File: src/rtl/compare_serial_pkg.sv
// Shared definitions for the bit-serial magnitude comparator.
// Holds the FSM state encoding, default operand width, the internal verdict
// encoding and the verdict update function.
package compare_serial_pkg;

   localparam int unsigned DEF_WIDTH = 4;

   typedef enum logic [1:0] {
      ST_IDLE  = 2'd0,
      ST_SHIFT = 2'd1,
      ST_DONE  = 2'd2
   } state_t;

   // VERD_NONE doubles as "not yet decided"
   typedef enum logic [1:0] {
      VERD_NONE = 2'd0,
      VERD_GT   = 2'd1,
      VERD_LT   = 2'd2
   } verdict_t;

   // First differing bit pair (MSB first) fixes the verdict; later pairs cannot change it
   function automatic verdict_t verdict_next(input verdict_t cur, input logic a_bit, input logic b_bit);
      verdict_t res;
      res = cur;
      if ((cur == VERD_NONE) && (a_bit != b_bit)) begin
         res = a_bit ? VERD_GT : VERD_LT;
      end
      return res;
   endfunction

endpackage

File: src/rtl/compare_serial.sv
// Bit-serial unsigned magnitude comparator, operands arrive MSB first.
// Ports:
//   clk, rst_n       : clock, asynchronous active-low reset
//   start            : opens a new frame (aborts any open frame)
//   bit_valid        : qualifies a_bit/b_bit in SHIFT
//   a_bit, b_bit     : current operand bits
//   busy             : frame open
//   done             : one-cycle result-valid pulse
//   gt, lt, eq       : result, held until next start or reset
module compare_serial
   import compare_serial_pkg::*;
#(
   parameter int unsigned WIDTH = DEF_WIDTH
) (
   input  logic clk,
   input  logic rst_n,
   input  logic start,
   input  logic bit_valid,
   input  logic a_bit,
   input  logic b_bit,
   output logic busy,
   output logic done,
   output logic gt,
   output logic lt,
   output logic eq
);

   localparam int unsigned CNT_W = $clog2(WIDTH + 1);
   localparam logic [CNT_W-1:0] CNT_LAST = CNT_W'(WIDTH - 1);

   state_t           state_q, state_d;
   verdict_t         verd_q, verd_d;
   logic [CNT_W-1:0] cnt_q, cnt_d;
   logic             busy_q, busy_d;
   logic             done_q, done_d;
   logic             gt_q, gt_d;
   logic             lt_q, lt_d;
   logic             eq_q, eq_d;

   // State and output registers
   always_ff @(posedge clk or negedge rst_n) begin
      if (!rst_n) begin
         state_q <= ST_IDLE;
         verd_q  <= VERD_NONE;
         cnt_q   <= '0;
         busy_q  <= 1'b0;
         done_q  <= 1'b0;
         gt_q    <= 1'b0;
         lt_q    <= 1'b0;
         eq_q    <= 1'b0;
      end else begin
         state_q <= state_d;
         verd_q  <= verd_d;
         cnt_q   <= cnt_d;
         busy_q  <= busy_d;
         done_q  <= done_d;
         gt_q    <= gt_d;
         lt_q    <= lt_d;
         eq_q    <= eq_d;
      end
   end

   // Next-state, counter, verdict and result logic
   always_comb begin
      state_d = state_q;
      verd_d  = verd_q;
      cnt_d   = cnt_q;
      gt_d    = gt_q;
      lt_d    = lt_q;
      eq_d    = eq_q;

      if (start) begin
         // start wins in every state; bit_valid this cycle is ignored
         state_d = ST_SHIFT;
         verd_d  = VERD_NONE;
         cnt_d   = '0;
         gt_d    = 1'b0;
         lt_d    = 1'b0;
         eq_d    = 1'b0;
      end else begin
         case (state_q)
            ST_IDLE: begin
               state_d = ST_IDLE;
            end
            ST_SHIFT: begin
               if (bit_valid) begin
                  cnt_d  = cnt_q + CNT_W'(1);
                  verd_d = verdict_next(verd_q, a_bit, b_bit);
                  if (cnt_q == CNT_LAST) begin
                     state_d = ST_DONE;
                     gt_d    = (verd_d == VERD_GT);
                     lt_d    = (verd_d == VERD_LT);
                     eq_d    = (verd_d == VERD_NONE);
                  end
               end
            end
            ST_DONE: begin
               state_d = ST_IDLE;
            end
            default: begin
               state_d = ST_IDLE;
            end
         endcase
      end
   end

   // busy/done are registered views of the upcoming state
   always_comb begin
      busy_d = (state_d == ST_SHIFT);
      done_d = (state_d == ST_DONE);
   end

   assign busy = busy_q;
   assign done = done_q;
   assign gt   = gt_q;
   assign lt   = lt_q;
   assign eq   = eq_q;

endmodule
File: config.mk
export PLATFORM = sky130hd
export DESIGN_NAME = compare_serial
export DESIGN_NICKNAME = d
export VERILOG_FILES = /design/src/rtl/compare_serial_pkg.sv /design/src/rtl/compare_serial.sv
export SDC_FILE = /design/constraint.sdc
export NUM_CORES = 1
export LEC_CHECK = 0
export CAP_MARGIN = 10
export CORE_UTILIZATION = 27
export DETAILED_ROUTE_END_ITERATION = 16
export GPL_ROUTABILITY_DRIVEN = 0
export GPL_TIMING_DRIVEN = 0
export SKIP_LAST_GASP = 1
export SLEW_MARGIN = 20
export SYNTH_ARGS = -nofsm -noshare
export SYNTH_HDL_FRONTEND = slang
export SYNTH_SLANG_ARGS = --single-unit
File: constraint.sdc
create_clock -name clk -period 1.97 [get_ports clk]
set_clock_uncertainty 0.15 [all_clocks]
set_input_delay 0.394 -clock clk [delete_from_list [all_inputs] [get_ports clk]]
set_output_delay 0.394 -clock clk [all_outputs]
set_load 0.02 [all_outputs]
==> impl_metrics.toml, run 1 <==
[run_status]
outcome = "finished clean"

[detailed_routing]
wl_um = 1005
vias_per_cell = 4.478
avgRoutedWirePerCell_um = 10.92
postRouteAntennaNets = 0
drc = 0
drt_first_iter_violations = 8
num_vias = 412
firstDrtPassIters = 3

[job]
drv_cap = 0

[placement]
dp.cells = 88
post-place-ws_ns = -0.05548
placed_area_um2 = 694.4
io_buffers = 10
dp_hpwl_um = 731.5

[logic_synthesis]
synthesis.nets = 59
ys_async_sr_fraction_pct = 100.0
netlist.area_leader.share_pct = 53.57
synth.avg_cell_area_um2 = 10.99
ys_ff_latch = 12
synth_top_cells_by_count = "dfrtp_1 (12), nor2_1 (7), inv_1 (4), nand2_1 (4), nand3b_1 (4)"
synth_top_flop_cell = "dfrtp_1"
synth_top_area_cell = "dfrtp_1"
synthDistinctLibCells = 18
synth_edf_count = 0
yosysMostFrequentCell = "dfrtp_1"
seq_area_frac_synth_pct = 53.57
syn_area_um2 = 560.5
synthCells = 51
synth.area.top_cells = "dfrtp_1 (54%), nand3b_1 (5.4%), nor2_1 (4.7%)"
yosysWarningCount = 0

[layout]
fin_cells = 92
finalInstanceArea_um2 = 730.7
n_antenna_cell = 0
fillers = 214
fin_nets = 74
drive_gt1_share_pct = 13.85
area_delta_synth_final_pct = 30.36
utilization_pct = 37.24

[worst_setup_path]
cp.arrival_ns = 1.84
r2r_end = "eq"
path_cells = "ha_1 -> ha_1 -> nand4b_4 -> or3_1 -> o41ai_2"
start_kind = "register"
max_stage_delay_ns = 0.40
crit_fanout = 8
critPathRequiredTime_ns = 1.98
path_class = "reg2reg"
slowest_stage = "or3_1"
r2r_cells = 5
r2r-start = "cnt_q[0]"
critPathTopFamily = "simple AND/OR/NAND/NOR gates"
reg2reg_slack_ns = 0.14
cp.buffers_inverters = 0
cp_common_cell = "ha_1"
endpoint_kind = "register"

[sta]
min_period_ns = 1.835
period_share_pct = 93.12
fmax_mhz = 545.1
maxSlewViolCount = 0
finalWorstSetupSlack_ns = 0.1355
finalHoldViolations = 0
rsz0062_at_grt = "no"
tightest_slew_ns = 0.5476
finalSetupViolations = 0
maxSlewHeadroom_pct = 63.38
setup_tns_ns = 0
fin_hold_ws_ns = 0.3203

[die]
die_x_um = 47.57
coreArea_um2 = 1962
initial_core_util_pct = 28.57
std_cell_rows = 16
io-pin-count = 11
die_h_um = 47.57
dieArea_um2 = 2262

[power]
p_seq_share_pct = 51.3
power_switching_uw = 118.4
power_frac_comb_pct = 10.7
leakage_nw = 0.2936
power_uw = 512.3
power-per-cell-area_nw_per_um2 = 701.1
pwr-share-clk_pct = 38.1
intPower_uw = 393.9
ir_worst_vdd_v = 0.0004808
p_sw_share_pct = 23.12

[hold_path]
worst_hold_path_type = "in2async"

[global_routing]
grt_max_degree = 13
grt_overflow = 0
antenna_found_initial = 0
grt_pass1_wl_um = 1697
grt_pass1_vias = 389
grt_usage_pct = 11.44

[cts]
clock_latency_ns = 0.27
clkTransAtPathRegs_ns = 0.08
htree_levels = 1
clockBufferDepth = 2
root_buffer = "clkbuf_4"
clkSinkCount = 12
tritoncts = "yes"
postCtsSetupRepairBufs = 0
numCtsBuffers = 3
post_cts_resized = 0
cts_hold_buf = 0
power groups by stage:
stage               logic (mW)  clock network (mW)  registers (mW)
global placement        0.0545                   0           0.267
floorplan               0.0289                   0           0.267
CTS                     0.0558               0.203           0.263
global route            0.0628               0.218           0.264
finish                  0.0547               0.195           0.263
detailed placement      0.0553                   0           0.268
worst max-delay path by stage:
stage	slack, ns	cells after the start	to	start
after floorplan	0.34	5	eq	cnt_q[0]
after global placement	-0.005	4	eq	bit_valid
after detailed placement	-0.06	4	eq	bit_valid
after CTS	0.11	5	eq	cnt_q[0]
after global routing	0.06	5	eq	cnt_q[0]
final	0.14	5	eq	cnt_q[0]
final cells by class:
class | instances | area (µm²) | area share (%)
tap | 27 | 33.78 | 4.623
clock buffer | 4 | 36.28 | 4.966
sequential | 12 | 300.3 | 41.10
multi-input combinational | 33 | 237.7 | 32.53
inverter | 4 | 15.01 | 2.055
timing repair buffer | 10 | 100.1 | 13.70
buffer | 2 | 7.507 | 1.027
metal layers:
metal | vias to the layer above | wire length [µm] | global-route usage [%]
met4 | 0 | 9 | 3.333
met3 | 2 | 64 | 5.660
met1 | 189 | 483 | 14.55
met2 | 11 | 448 | 17.26
met5 | - | 0 | 0
li1 | 210 | - | -
cells in the final DEF, fill, tap and decap left out:
cell and n:
nand2_1 4, nand4b_4 1, clkbuf_8 1, inv_1 4
or3_1 1, ha_1 2, nand3b_1 4, nand2b_1 1
nor2_1 7, clkdlybuf4s50_1 10, a21oi_1 2, and3b_2 1
clkbuf_1 2, dfrtp_1 12, o41ai_2 1, o41ai_1 2
xnor2_1 1, a31oi_1 2, a31o_2 2, nor2b_1 2
clkbuf_4 3
cell families (layout without fill, tap and decap cells):
| family | after synthesis | after routing | share of synthesized area, % |
|---|---|---|---|
| and+or+nand+nor | 21 | 21 | 23.22 |
| DFF | 12 | 12 | 53.57 |
| xor gates and xnor gates | 1 | 1 | 1.563 |
| adders and majority gates | 2 | 2 | 4.464 |
| buffers and inverters | 6 | 20 | 4.018 |
| AOI/OAI and AO/OA | 9 | 9 | 13.17 |
sequential cells by signal, summed over array words and instances, names as in the netlist:
register and flops:
state_q 2, lt 1, gt 1, done 1
busy 1, verd_q 2, cnt_q 3, eq 1
Power figures use the tool's default switching activity.
==> run 2: changes to the inputs <==
Settings changed: CAP_MARGIN 10 to default.
Clock period 1.97 ns to 1.8 ns, I/O delays scaled along.
==> impl_metrics.toml, run 2 (synthesized netlist as in run 1, its figures left out) <==
[detailed_routing]
drt_first_iter_violations = 2
wl_um = 1039
vias_per_cell = 4.436
avgRoutedWirePerCell_um = 11.05
drc = 0
num_vias = 417
postRouteAntennaNets = 0
firstDrtPassIters = 2

[sta]
maxSlewHeadroom_pct = 63.61
min_period_ns = 1.752
finalSetupViolations = 0
tightest_slew_ns = 0.5441
period_share_pct = 97.32
finalHoldViolations = 0
fmax_mhz = 570.8
maxSlewViolCount = 0
rsz0062_at_grt = "no"
setup_tns_ns = 0

[placement]
dp.cells = 88
io_buffers = 10
dp_hpwl_um = 731.5

[cts]
cts_hold_buf = 0
numCtsBuffers = 3
clock_latency_ns = 0.27
clkSinkCount = 12
clkTransAtPathRegs_ns = 0.08
tritoncts = "yes"
htree_levels = 1
root_buffer = "clkbuf_4"
clockBufferDepth = 2

[worst_setup_path]
max_stage_delay_ns = 0.61
r2r_end = "eq"
cp.arrival_ns = 1.24
cp-startpoint = "gt"
endpoint_kind = "output pin"
critPathRequiredTime_ns = 1.29
critPathTopFamily = "buffers and inverters"
path_cells = "clkdlybuf4s50_1"
path_class = "reg2out"
reg2reg_slack_ns = 0.09
r2r-start = "cnt_q[0]"
r2r_cells = 5
slowest_stage = "clkdlybuf4s50_1"
start_kind = "register"
crit_fanout = 2
cp.buffers_inverters = 1

[layout]
drive_gt1_share_pct = 19.40
reg_top3 = "cnt_q: 3 flops, state_q: 2 flops, verd_q: 2 flops"
fin_nets = 76
n_antenna_cell = 0
area_delta_synth_final_pct = 36.38
largest-register = "cnt_q"
largest_reg_flops = 3
fin_cells = 94
final_cell_mix = "dfrtp_1 (12), clkdlybuf4s50_1 (10), nor2_1 (7)"
final_common_cell = "dfrtp_1"

[die]
coreArea_um2 = 1962
die_x_um = 47.57
std_cell_rows = 16
initial_core_util_pct = 28.57
die_h_um = 47.57
dieArea_um2 = 2262
io-pin-count = 11

[global_routing]
grt_max_degree = 13
antenna_found_initial = 0
grt_pass1_wl_um = 1731
grt_pass1_vias = 394
grt_overflow = 0
grt_usage_pct = 11.68

[job]
drv_cap = 0

[power]
power_uw = 567.5
leakage_nw = 0.3052
ir_worst_vdd_v = 0.0005272
power-per-cell-area_nw_per_um2 = 742.4

[hold_path]
worst_hold_path_type = "in2async"

[run_status]
outcome = "finished clean"
-- run 2: per-stage QoR --
step	hold slack [ns]	setup WS (ns)	util [%]	area [µm²]
after floorplan	-0.08559	0.1716	-	560.5
after global placement	0.3431	-0.1409	35.40	694.4
after detailed placement	0.3507	-0.1915	35.40	694.4
after CTS	0.3084	-0.04425	38.97	764.5
after global routing	0.3339	0.01299	38.97	764.5
final	0.2846	0.04820	38.97	764.5
-- run 2: worst register-to-register path, stage by stage (launching register included) --
cell and delay (ns):
dfrtp_1 0.36, ha_1 0.16, ha_2 0.20, nand4b_4 0.12, or3_4 0.39, o41ai_4 0.22
-- run 2: repair_timing --
item | 4_1_cts | 5_1_grt
setup endpoints to repair | 1 | 1
pin swaps | 1 | 2
setup buffers | 2 | 0
resized for setup | 3 | 0
-- run 2: how the worst max path moves through the flow --
stage	to	slack, ns	cells after the start
final	gt	0.05	1
after global routing	lt	0.01	1
after CTS	eq	-0.04	5
after detailed placement	eq	-0.19	4
after global placement	eq	-0.14	4
after floorplan	eq	0.17	5
-- run 2: cell type report --
| cell class | count | area (µm²) |
|---|---|---|
| repair buffers | 12 | 115.1 |
| clock buffers | 4 | 36.28 |
| flip-flops and latches | 12 | 300.3 |
| fillers | 211 | 1197 |
| well taps | 27 | 33.78 |
| multi-input cells | 33 | 256.5 |
| plain buffers | 2 | 7.507 |
| inverters | 4 | 15.01 |
-- run 2: where the power goes --
| part | switching [mW] | total, mW | internal, mW | leakage, nW |
|---|---|---|---|---|
| sequential | 0.00827 | 0.287 | 0.279 | 0.155 |
| combinational | 0.0334 | 0.0668 | 0.0334 | 0.129 |
| clock | 0.0906 | 0.214 | 0.123 | 0.0210 |
-- run 2: metal layers --
| metal | part of all wire [%] | global-route usage (%) | vias to the layer above | wire [µm] |
|---|---|---|---|---|
| li1 | - | - | 212 | - |
| met1 | 48 | 15.26 | 194 | 501 |
| met2 | 45 | 17.26 | 11 | 472 |
| met3 | 6.3 | 5.660 | 0 | 65 |
| met4 | 0 | 3.333 | 0 | 0 |
| met5 | 0 | 0 | - | 0 |
==> run 3: changes to the inputs <==
Settings changed: GPL_ROUTABILITY_DRIVEN 0 to default.
==> results of run 3 <==
Same layout as run 2: the final DEF is identical, and so are final timing and power.
==> edit 1: new RTL, flow settings as in run 3 <==
Change the package constant `DEF_WIDTH` from 4 to 8.
--- a/src/rtl/compare_serial_pkg.sv
+++ b/src/rtl/compare_serial_pkg.sv
@@ -4,5 +4,5 @@
 package compare_serial_pkg;
 
-   localparam int unsigned DEF_WIDTH = 4;
+   localparam int unsigned DEF_WIDTH = 8;
 
    typedef enum logic [1:0] {
Formal check against the unedited RTL: not equivalent (a bounded check fails within 10 cycles, from zero or initial values and one cycle with rst_n low).
==> edit 1 against run 3 <==
Non-clock buffer count is 2 lower. Sequential cell count is 1 higher. Final cell count is 4.3% higher. Synthesized cell count is 12% higher. Fmax is 1.1% higher. Worst setup slack better by 0.020 ns. Wire length is 9.9% higher. Power is 6.0% lower. Cell area is 1.3% higher. Synthesized area is 9.6% higher. Largest cell class unchanged. Largest power group unchanged.
==> edit 1: results (changes against run 3) <==
metric	value	unit	change
status	completed		unchanged
R2R cell count	5		unchanged
DRT iter0 DRCs	13		was 2
Final nets	79		was 76
Max clock buf depth	2		unchanged
largest net degree at the start of global routing	14		was 13
vias post-DR	478		was 417
# diodes	0		unchanged
I/O Buffers	10		unchanged
Final HPWL DP	838	um	was 732 um
Distinct cells, synth	26		was 18
wire per inst	11.7	um	was 11.1 um
share of layout cells above drive strength 1	11.3	%	was 19.4%
CTS buffer count	3		unchanged
max incr delay on CP	0.60	ns	
CP delay by family, top	buffers and inverters		unchanged
Pre-antenna DRT Iters	4		was 2
Area after DPL	748	um2	was 694 um2
top post-synthesis cells by count	dfrtp_1 (13), nor2_1 (8), nand2b_1 (4), a21oi_1 (3), nand2_1 (3)		was dfrtp_1 (12), nor2_1 (7), inv_1 (4), nand2_1 (4), nand3b_1 (4)
r2r startpoint	cnt_q[0]		unchanged
slowest cell on the critical path	clkdlybuf4s50_1		unchanged
setup bufs post-CTS	0		was 2
total global-route track usage	10.3	%	was 11.7%
vias in the first global route	422		was 394
top cells by area, synth	dfrtp_1 (53%), nor2_1 (4.9%), nand2b_1 (4.1%)		was dfrtp_1 (54%), nand3b_1 (5.4%), nor2_1 (4.7%)
clock slew at reported path FFs	0.08	ns	about the same
global-route wire length before repair	1.88	mm	was 1.73 mm
Lkg Pwr	0.359	nW	was 0.305 nW
worst hold margin	0.303	ns	was 0.285 ns
routability cong.	0.750		was 0.728
initial antenna violation count	0		unchanged
min-delay worst type	primary input to async pin		unchanged
post-CTS resize count	0		was 3
max FFs per register	4		was 3
Seq/Total Area, Yosys	53.0	%	was 53.6%
Slew Limit Fails	0		unchanged
flop-to-flop setup slack	0.21	ns	was 0.09 ns
FFs w/ async S/R, synth	100	%	unchanged
H-tree Lvls	1		unchanged
FF-to-FF End	eq		unchanged
Worst-Skew Late Latency	0.27	ns	about the same
Synth Warn #	0		unchanged
worst slew pin tran	0.584	ns	was 0.544 ns
Crit Path Max Fanout	2		unchanged
largest registers	cnt_q (4), state_q (2), verd_q (2)		was cnt_q (3), state_q (2), verd_q (2)
Max VDD drop	0.000304	V	was 0.000527 V
arrival time at the worst endpoint	1.22	ns	was 1.24 ns
Syn Nets	64		was 59
CTS root buf	clkbuf_4		unchanged
edit 1: final cells by class:
class	instances	area, um2
plain buffers	2	11.3
clock buffers	4	26.3
fillers	219	1270
inverters	2	7.51
multi-input cells	40	270
flip-flops and latches	13	325
well taps	27	33.8
repair buffers	10	100
edit 1: how the worst max path moves through the flow:
stage,from,to,slack (ns),cells past startpoint
final,lt,lt,0.07,1
after global routing,lt,lt,0.003,1
after CTS,lt,lt,0.05,1
after detailed placement,bit_valid,eq,-0.15,5
after global placement,bit_valid,eq,-0.11,5
after floorplan,cnt_q[0],eq,0.29,5
edit 1: per-stage QoR:
step	std cells	setup WS, ns
after floorplan	57	0.289
after global placement	94	-0.114
after CTS	98	0.0517
after detailed placement	94	-0.145
after global routing	98	0.00257
final	98	0.0678
edit 1: kinds of logic (layout without fill, tap and decap cells):
logic type,count (synthesis),after routing,share of synthesized area (%)
AOI/OAI and AO/OA,12,12,15.3
xor gates and xnor gates,2,2,2.85
adders and majority gates,1,1,2.04
buffers and inverters,4,18,3.06
DFF,13,13,53.0
muxes,1,1,1.63
and+or+nand+nor,24,24,22.2
edit 1: power by group:
group / total, W / switching, W / internal, W / leakage, nW
Clock: 0.000180 / 0.0000946 / 0.0000857 / 0.0150
Combinational: 0.0000483 / 0.0000260 / 0.0000224 / 0.175
Sequential: 0.000305 / 0.00000641 / 0.000299 / 0.169
Total: 0.000533 / 0.000127 / 0.000407 / 0.359
edit 1: layer usage:
layer  track usage, %  vias to the layer above  wire, um
met5                0                        -         0
met4             5.71                        0        14
met3             2.78                        2        45
met2             15.8                       14       551
met1             13.1                      233       530
li1                 -                      229         -
==> edit 2: new RTL, flow settings as in run 3 <==
Without the edit above. Make the reset (`rst_n`) synchronous in one clocked block. Comments in the files are not updated.
--- a/src/rtl/compare_serial.sv
+++ b/src/rtl/compare_serial.sv
@@ -39,5 +39,5 @@
 
    // State and output registers
-   always_ff @(posedge clk or negedge rst_n) begin
+   always_ff @(posedge clk) begin
       if (!rst_n) begin
          state_q <= ST_IDLE;
Formal check against the unedited RTL: differs if rst_n is asserted again (counterexample within 4 cycles, from zero or initial values and one cycle with rst_n low); with rst_n held inactive, the same outputs for 10 cycles.
==> edit 2 against run 3 <==
Final cell count fell by 4.3%. Wire length fell by 17%. Sequential cell count did not move. Clock power fell by 3%. Sequential power fell by 5%. First-iteration DRC count did not move. Synthesized area fell by 6.9%. Global-route usage fell by 2.1 points. Cell area fell by 9.8%. Worst setup slack improved by 0.030 ns. Power fell by 6.6%. Non-clock buffer count fell by 2. Largest power group unchanged.
==> edit 2: results (changes against run 3) <==
metric	value	unit	change
status	completed		unchanged
Max clock buf depth	2		unchanged
min-delay worst type	flip-flop to flip-flop		was primary input to async pin
Crit Path Max Fanout	2		unchanged
Vias/cell	4.31		was 4.44
vias in the first global route	325		was 394
top cells by area, synth	dfxtp_1 (46%), o41ai_2 (6.2%), nor2_1 (5.0%)		was dfrtp_1 (54%), nand3b_1 (5.4%), nor2_1 (4.7%)
largest net degree at the start of global routing	10		was 13
arrival time at the worst endpoint	1.21	ns	was 1.24 ns
Pre-antenna DRT Iters	3		was 2
Worst-Skew Late Latency	0.27	ns	about the same
CTS root buf	clkbuf_4		unchanged
final WL	863	um	was 1.04 mm
Distinct cells, synth	22		was 18
setup bufs post-CTS	0		was 2
Final HPWL DP	644	um	was 732 um
DRT iter0 DRCs	2		unchanged
worst hold margin	0.342	ns	was 0.285 ns
total global-route track usage	9.59	%	was 11.7%
largest registers	cnt_q (3), state_q (2), verd_q (2)		unchanged
flop-to-flop setup slack	0.22	ns	was 0.09 ns
Synth Warn #	0		unchanged
H-tree Lvls	1		unchanged
worst slew pin tran	0.231	ns	was 0.544 ns
hold-critical path depth	2		
CP delay by family, top	buffers and inverters		unchanged
clock slew at reported path FFs	0.07	ns	
Final nets	74		was 76
number of remaining DRC errors	0		unchanged
Lkg Pwr	0.292	nW	was 0.305 nW
top post-synthesis cells by count	dfxtp_1 (12), nor2_1 (7), a21oi_1 (5), inv_1 (3)		was dfrtp_1 (12), nor2_1 (7), inv_1 (4), nand2_1 (4), nand3b_1 (4)
share of layout cells above drive strength 1	16.9	%	was 19.4%
fill count	190		was 211
# diodes	0		unchanged
Max VDD drop	0.000349	V	was 0.000527 V
Setup WS pre-CTS	0.0185	ns	was -0.191 ns
max incr delay on CP	0.61	ns	about the same
post-CTS resize count	0		was 3
Seq/Total Area, Yosys	46.0	%	was 53.6%
CTS buffer count	3		unchanged
global-route wire length before repair	1.37	mm	was 1.73 mm
routability cong.	0.630		was 0.728
R2R cell count	5		unchanged
initial antenna violation count	0		unchanged
FFs w/ async S/R, synth	0	%	was 100%
Final min period	1.72	ns	was 1.75 ns
[edit 2: cell count changes after synthesis, moves of 3 or more]
cell / run 3 / this run
dfrtp_1: 12 / 0
nand3b_1: 4 / 0
nand2_1: 4 / 1
a21oi_1: 2 / 5
dfxtp_1: 0 / 12
[edit 2: cells by family after synthesis]
family / share of synthesized area, %
simple gates: 22.8
flops: 46.0
compound gates: 18.2
buf+inv: 4.56
fa+ha+maj: 4.80
xor+xnor: 1.68
mux: 1.92
[edit 2: power by group]
group          internal (W)  switching (W)   total, W
Sequential         0.000270     0.00000387   0.000274
Combinational     0.0000252      0.0000237  0.0000488
Clock              0.000123      0.0000837   0.000207
Total              0.000419       0.000111   0.000530
[edit 2: area by class of cell]
cell class              count  area (um2)  area share (%)
repair buffers             10         100            14.5
plain buffers               2        12.5            1.81
flip-flops and latches     12         240            34.8
well taps                  25        31.3            4.54
clock buffers               4        36.3            5.26
inverters                   3        11.3            1.63
multi-input cells          34         258            37.4
[edit 2: per-layer routing]
metal	vias up	track usage [%]	part of all wire (%)
met5	-	0	0
met4	0	3.53	0.81
met3	2	6.35	7.2
met2	10	13.2	43
met1	167	11.7	49
li1	209	-	-
[edit 2: metrics by stage]
step                cell area, um2  instances  total power (W)  util [%]
floorplan                      522         51         0.000307         -
global route                   689         90         0.000553      39.1
CTS                            689         90         0.000540      39.1
global placement               653         86         0.000329      37.0
finish                         689         90         0.000530      39.1
detailed placement             653         86         0.000330      37.0
[edit 2: final timing paths]
check                start  to
setup / recovery        eq  eq
hold / removal          lt  lt
setup reg to reg  cnt_q[0]  eq
hold reg to reg         lt  lt
